===== config.mk =====
export PLATFORM = sky130hd
export DESIGN_NAME = jk_count_sequencer
export DESIGN_NICKNAME = d
export VERILOG_FILES = /design/src/rtl/jk_seq_pkg.sv /design/src/rtl/jk_flip_flop.sv /design/src/rtl/jk_count_sequencer.sv
export SDC_FILE = /design/constraint.sdc
export NUM_CORES = 1
export LEC_CHECK = 0
export CELL_PAD_IN_SITES_DETAIL_PLACEMENT = 0
export CELL_PAD_IN_SITES_GLOBAL_PLACEMENT = 2
export CORE_MARGIN = 4
export CORE_UTILIZATION = 28
export CTS_CLUSTER_SIZE = 40
export DETAILED_ROUTE_END_ITERATION = 8
export PLACE_DENSITY = 0.89
export SYNTH_ARGS = -nofsm -noshare
export SYNTH_HDL_FRONTEND = slang
export SYNTH_SLANG_ARGS = --single-unit

===== constraint.sdc =====
create_clock -name clk -period 2.2 [get_ports clk]
set_input_delay 0.55 -clock clk [delete_from_list [all_inputs] [get_ports clk]]
set_output_delay 0.55 -clock clk [all_outputs]
set_load 0.005 [all_outputs]

===== src/rtl/jk_seq_pkg.sv =====
// Shared FSM state encoding and {J,K} mode constants for the JK count sequencer.
// Mode constants are packed as {j, k}.
package jk_seq_pkg;

    typedef enum logic [1:0] {
        IDLE = 2'd0,
        RUN  = 2'd1,
        DONE = 2'd2
    } state_t;

    localparam logic [1:0] JK_HOLD   = 2'b00;
    localparam logic [1:0] JK_RESET  = 2'b01;
    localparam logic [1:0] JK_SET    = 2'b10;
    localparam logic [1:0] JK_TOGGLE = 2'b11;

endpackage


===== src/rtl/jk_flip_flop.sv =====
// Single JK flip-flop cell with synchronous active-high reset.
// Output updates on the rising edge; there is no flow control.
module jk_flip_flop
    import jk_seq_pkg::*;
(
    input  logic clk,
    input  logic rst,
    input  logic j,
    input  logic k,
    output logic q
);

    always_ff @(posedge clk) begin
        if (rst) begin
            q <= 1'b0;
        end else begin
            case ({j, k})
                JK_HOLD:   q <= q;
                JK_RESET:  q <= 1'b0;
                JK_SET:    q <= 1'b1;
                JK_TOGGLE: q <= ~q;
                default:   q <= q;
            endcase
        end
    end

endmodule


===== src/rtl/jk_count_sequencer.sv =====
// Run-to-terminal counter built on a bank of JK cells, with start/done handshake.
// Load lands one edge after request; count steps one per cycle in RUN; start/load ignored outside IDLE.
module jk_count_sequencer
    import jk_seq_pkg::*;
#(
    parameter int WIDTH = 4
) (
    input  logic             clk,
    input  logic             rst,
    input  logic             load,
    input  logic [WIDTH-1:0] load_val,
    input  logic             start,
    input  logic             up,
    input  logic [WIDTH-1:0] terminal,
    input  logic             abort,
    output logic [WIDTH-1:0] q,
    output logic             busy,
    output logic             done,
    output logic             wrap
);

    state_t           state;
    logic             dir_r;
    logic [WIDTH-1:0] term_r;
    logic [WIDTH-1:0] j;
    logic [WIDTH-1:0] k;
    logic [WIDTH-1:0] tog;
    logic             acc;
    logic             step;
    logic             wrap_nxt;

    // A count step happens only in RUN when neither abort nor terminal stops it.
    assign step     = (state == RUN) && !abort && (q != term_r);
    assign wrap_nxt = step && (dir_r ? (&q) : (~|q));
    assign busy     = (state == RUN);
    assign done     = (state == DONE);

    // Bit i toggles when all lower bits are 1 (up) or all 0 (down).
    always_comb begin
        tog = '0;
        acc = 1'b1;
        for (int i = 0; i < WIDTH; i++) begin
            tog[i] = acc;
            acc    = acc & (dir_r ? q[i] : ~q[i]);
        end
    end

    always_comb begin
        j = '0;
        k = '0;
        for (int i = 0; i < WIDTH; i++) begin
            if (state == IDLE && load) begin
                {j[i], k[i]} = load_val[i] ? JK_SET : JK_RESET;
            end else if (step) begin
                {j[i], k[i]} = tog[i] ? JK_TOGGLE : JK_HOLD;
            end
        end
    end

    always_ff @(posedge clk) begin
        if (rst) begin
            state  <= IDLE;
            dir_r  <= 1'b0;
            term_r <= '0;
            wrap   <= 1'b0;
        end else begin
            wrap <= wrap_nxt;
            case (state)
                IDLE: begin
                    if (!load && start) begin
                        dir_r  <= up;
                        term_r <= terminal;
                        state  <= RUN;
                    end
                end
                RUN: begin
                    if (abort) begin
                        state <= IDLE;
                    end else if (q == term_r) begin
                        state <= DONE;
                    end
                end
                DONE:    state <= IDLE;
                default: state <= IDLE;
            endcase
        end
    end

    for (genvar g = 0; g < WIDTH; g++) begin : g_bank
        jk_flip_flop u_cell (
            .clk (clk),
            .rst (rst),
            .j   (j[g]),
            .k   (k[g]),
            .q   (q[g])
        );
    end

endmodule


**Yosys cells after proc, flatten, opt, wreduce, memory -nomap -nowiden**

Index checks and enable logic that the tools add are counted.

- Flip-flop bits (word level): 12
- Output and inout port bits: 7
- Logic and storage cells: 83

- Eq/ne operators: 18
- Muxes and demuxes: 34
- Bitwise operators: 6
- Reductions and logical operators: 17

Operator list:

| kind | count |
|---|---|
| $mux W2 | 10 |
| $mux W1 | 19 |
| $eq A2 B2 Y1 const B | 9 |
| $pmux W1 S3 | 4 |
| $eq A2 B1 Y1 const B | 5 |
| $logic_not A2 Y1 | 5 |
| $logic_and A1 B1 Y1 | 5 |
| $eq A4 B4 Y1 | 1 |
| $ne A4 B4 Y1 | 1 |
| $not A1 Y1 | 4 |
| $pmux W2 S2 | 1 |
| $reduce_and A2 Y1 | 2 |
| $reduce_and A4 Y1 | 1 |
| $reduce_or A4 Y1 | 1 |
| $logic_not A1 Y1 | 3 |
| $ne A3 B2 Y1 const B | 1 |
| $and A1 B1 Y1 | 2 |
| $ne A2 B1 Y1 const B | 1 |

**Longest topological paths before layout**

- Word-level depth: 9
- Depth in mapped cells: 5

**Hierarchy**

A second synthesis with hierarchy kept.

- Cell total of the unflattened synthesis: 68
- Area total of the unflattened synthesis: 623.1 um2

Modules (own cells, without submodules):

| module | times used | cells an instance | area each (um2) |
|---|---|---|---|
| jk_count_sequencer | 1 | 56 | 498.0 |
| jk_flip_flop | 4 | 3 | 31.3 |

**Worst setup path after synthesis**

OpenSTA, ideal clock, no wires.

- Path type: input-to-reg
- Start point: input port abort
- End point: register g_bank[2].u_cell.q
- Arrival: 1463 ps
- Slack: 645 ps
- Cell stages on the path: 4
- Buffers on the path: 0
- Path through: or3b_4 a41oi_4 a211oi_1 nor4_1

- Longest elaborated chain between the ends: 7

RTL lines:

| element | RTL line | source |
|---|---|---|
| start, declared | jk_count_sequencer.sv:15 | `input logic abort,` |
| $logic_not A1 Y1 (*) | jk_count_sequencer.sv:33 | `assign step = (state == RUN) && !abort && (q != term_r);` |
| $logic_and A1 B1 Y1 (*) (2 in series) | jk_count_sequencer.sv:33 |  |
| $mux W1 | jk_count_sequencer.sv:54 | `end else if (step) begin` |
| $mux W1 | jk_count_sequencer.sv:52 | `if (state == IDLE && load) begin` |
| $eq A2 B2 Y1 / $eq A2 B1 Y1 (equally long branches) | jk_flip_flop.sv:17 | `case ({j, k})` |
| $pmux W1 S3 | jk_flip_flop.sv:17 |  |
| end signal, assigned | jk_flip_flop.sv:18 | `JK_HOLD: q <= q;` |
| end signal, assigned | jk_flip_flop.sv:21 | `JK_TOGGLE: q <= ~q;` |
| end signal, assigned | jk_flip_flop.sv:22 | `default: q <= q;` |
| end, declared | jk_flip_flop.sv:10 | `output logic q` |

Mark *: on every way between the ends. The rest lies on a longest branch, timed or not.
A chain may end at the register's enable or synchronous reset.

**Worst setup path in the final report**

- Start point: register g_bank[0].u_cell.q
- End point: output port q[0]

RTL lines:

| element | RTL line | source |
|---|---|---|
| start, declared | jk_flip_flop.sv:10 |  |
| start signal, assigned | jk_flip_flop.sv:18 |  |
| start signal, assigned | jk_flip_flop.sv:21 |  |
| start signal, assigned | jk_flip_flop.sv:22 |  |
| end, declared | jk_count_sequencer.sv:16 | `output logic [WIDTH-1:0] q,` |

No word-level cell between the ends.

==> flow_metrics.py <==
metrics = {
    "routing": {
        "viasPerCell": 4.61,
        "antenna_left": 0,
        "vias": 526,
        "drc": 0,
        "wirelength_um": 1270,
        "wl_per_cell_um": 11.1,
        "drt_iter0_drc": 9,
        "dr.pass1.iters": 3,
    },
    "critical_path": {
        "critPathLaunchType": "register",
        "cp_slowest_cell": "clkdlybuf4s50_1",
        "crit_type": "register to output pin",
        "cp_num_buf_inv": 1,
        "crit_family": "buffers and inverters",
        "crit_path_max_incr_delay_ns": 0.56,
        "reg2reg_from": "g_bank[0].u_cell.q",
        "critPathArrivalTime_ns": 1.33,
        "cp.required_ns": 1.65,
        "worstPathCellList": "clkdlybuf4s50_1",
        "crit_start": "g_bank[0].u_cell.q",
        "crit_path_end_kind": "output pin",
        "path_max_fanout": 8,
    },
    "yosys": {
        "synth_compound_area_share_pct": 10.2,
        "syn_inst": 68,
        "syn_area_per_cell_sq_um": 9.70,
        "yosys_warnings": 0,
        "synth_xor_xnor_area_share_pct": 7.97,
        "synth_ff_type": "dfxtp_1",
        "yosys.area_share.simple_pct": 29.4,
        "synthArstFlopShare_pct": 0,
        "ys_types": 27,
        "synth_seq_cells": 12,
        "yosys-mux-area-fraction_pct": 9.11,
        "synth_fa_ha_area_share_pct": 0,
        "synth-edff-count": 0,
        "synth_nets": 82,
        "netlist_area_sq_um": 659,
        "ys_seq_area_share_pct": 36.4,
        "synth_top_family_by_area": "simple AND/OR/NAND/NOR gates",
    },
    "timing": {
        "worst_pin_slew_ns": 0.472,
        "slew_headroom_pct": 68.4,
        "clock.fmax_mhz": 531,
        "hold_viol": 0,
        "rsz0062_at_grt": "no",
        "setup_slack_ns": 0.316,
        "finalSetupTns_ns": 0,
        "clock_skew_ns": 0.00790,
        "slew_violations": 0,
        "setup_viol": 0,
        "fin_crit_sh_pct": 85.6,
        "fin_crit_ns": 1.88,
    },
    "clock_network": {
        "cts-htree-levels": 1,
        "cts_root_buf": "clkbuf_4",
        "cts.sinks": 12,
        "path_clk_slew_ns": 0.07,
        "cts_setup_buffers": 0,
        "hold_buffers": 0,
        "cts_tree": "built",
        "clock_latency_ns": 0.27,
        "clock_path_buffers": 2,
        "cts_inserted_buffers": 3,
        "cts_resized": 0,
    },
    "global_routing": {
        "grt_usage_pct": 8.46,
        "grt_pass1_vias": 481,
        "antenna_found_initial": 0,
        "overflow": 0,
        "grt_pass1_wl_um": 2140,
        "grt_max_degree": 13,
    },
    "floorplanning": {
        "die_area_sq_mm": 0.00320,
        "die_w_um": 56.5,
        "pin_count": 21,
        "fp.dieH_um": 56.5,
        "start_util_pct": 29.5,
        "coreArea_sq_mm": 0.00223,
        "fp-row-count": 17,
    },
    "layout": {
        "drive_above_1_share_pct": 11.6,
        "nNetsFinal": 102,
        "seqCellArea_sq_um": 240,
        "antennaDiodeCount": 0,
        "area_growth_pct": 33.4,
        "fillerInstances": 232,
        "multi_input_area_sq_um": 374,
        "postLayoutCellArea_sq_um": 880,
    },
    "flow_run": {
        "max_cap_violations": 0,
    },
    "power_and_ir_drop": {
        "p_leak_uw": 0.000314,
        "vdd_drop_max_mv": 0.298,
        "p_per_area_mw_per_mm2": 569,
        "power_uw": 500,
    },
    "place": {
        "place_ws_ns": 0.142,
        "gp_congestion": 0.763,
        "dp_hpwl_um": 1010,
        "io_buffers": 20,
        "post_dp_cell_area_sq_um": 857,
    },
    "min_path": {
        "hp-class": "register to register",
        "min_from": "term_r[2]",
    },
    "status": {
        "status": "completed",
    },
}
## power by group
| group | internal, uW | total (uW) | switching (uW) |
|---|---|---|---|
| clock network | 63.3 | 131 | 67.4 |
| registers | 230 | 250 | 19.3 |
| logic | 72.3 | 120 | 47.9 |
## per-layer routing
layer / GRT usage, % / vias up / share of wire, %
li1: - / 280 / -
met1: 10.2 / 232 / 48
met2: 13.5 / 14 / 44
met3: 5.29 / 0 / 8.1
met4: 0 / 0 / 0
met5: 0 / - / 0
## cells in the mapped netlist (all sizes together) (2+ instances only)
master	n	area share, %
a211oi	4	5.3
nand2	2	1.1
xnor2	6	8.0
nand4	2	1.9
nor4	3	3.8
dfxtp	12	36
nor2	12	6.8
and3	2	1.9
mux2i	6	9.1
buf	5	6.3
## cell type report
type / instances / area share, %
clock buffers: 3 / 2.56
repair buffers: 21 / 23.6
multi-input cells: 50 / 42.5
flip-flops and latches: 12 / 27.3
well taps: 28 / 3.98
## worst paths after layout
check / end / slack (ns) / depth (start not counted)
setup / recovery: q[0] / 0.32 / 1
hold / removal: term_r[2] / 0.52 / 2
setup reg to reg: g_bank[3].u_cell.q / 0.65 / 4
hold reg to reg: term_r[2] / 0.52 / 2
## kinds of logic after synthesis
logic type      count (synthesis)
simple gates                   32
compound gates                  6
buf+inv                         6
xor+xnor                        6
flops                          12
mux                             6
## registers in the layout, summed over array words and instances (netlist names)
register	flops
g_bank.u_cell.q	4
term_r	4
dir_r	1
state	2
wrap	1
## placed cells by master (no fill, tap or decap), types with 2 or more instances in the layout
cell type and n:
clkdlybuf4s50_1 20, nor2_1 12, dfxtp_1 12, mux2i_1 6, xnor2_1 6, a211oi_1 3
clkbuf_4 3, nand2_1 2, and3_1 2, nor4_1 2, nand4_1 2
## per-stage QoR
stage                     instances  util [%]  hold slack (ns)
after global placement          111      38.4            0.506
after CTS                       114      39.4            0.533
final                           114      39.4            0.521
after floorplan                  68         -            0.482
after detailed placement        111      38.4            0.516
after global routing            114      39.4            0.565
No activity file was read; power rests on OpenSTA's default activity.
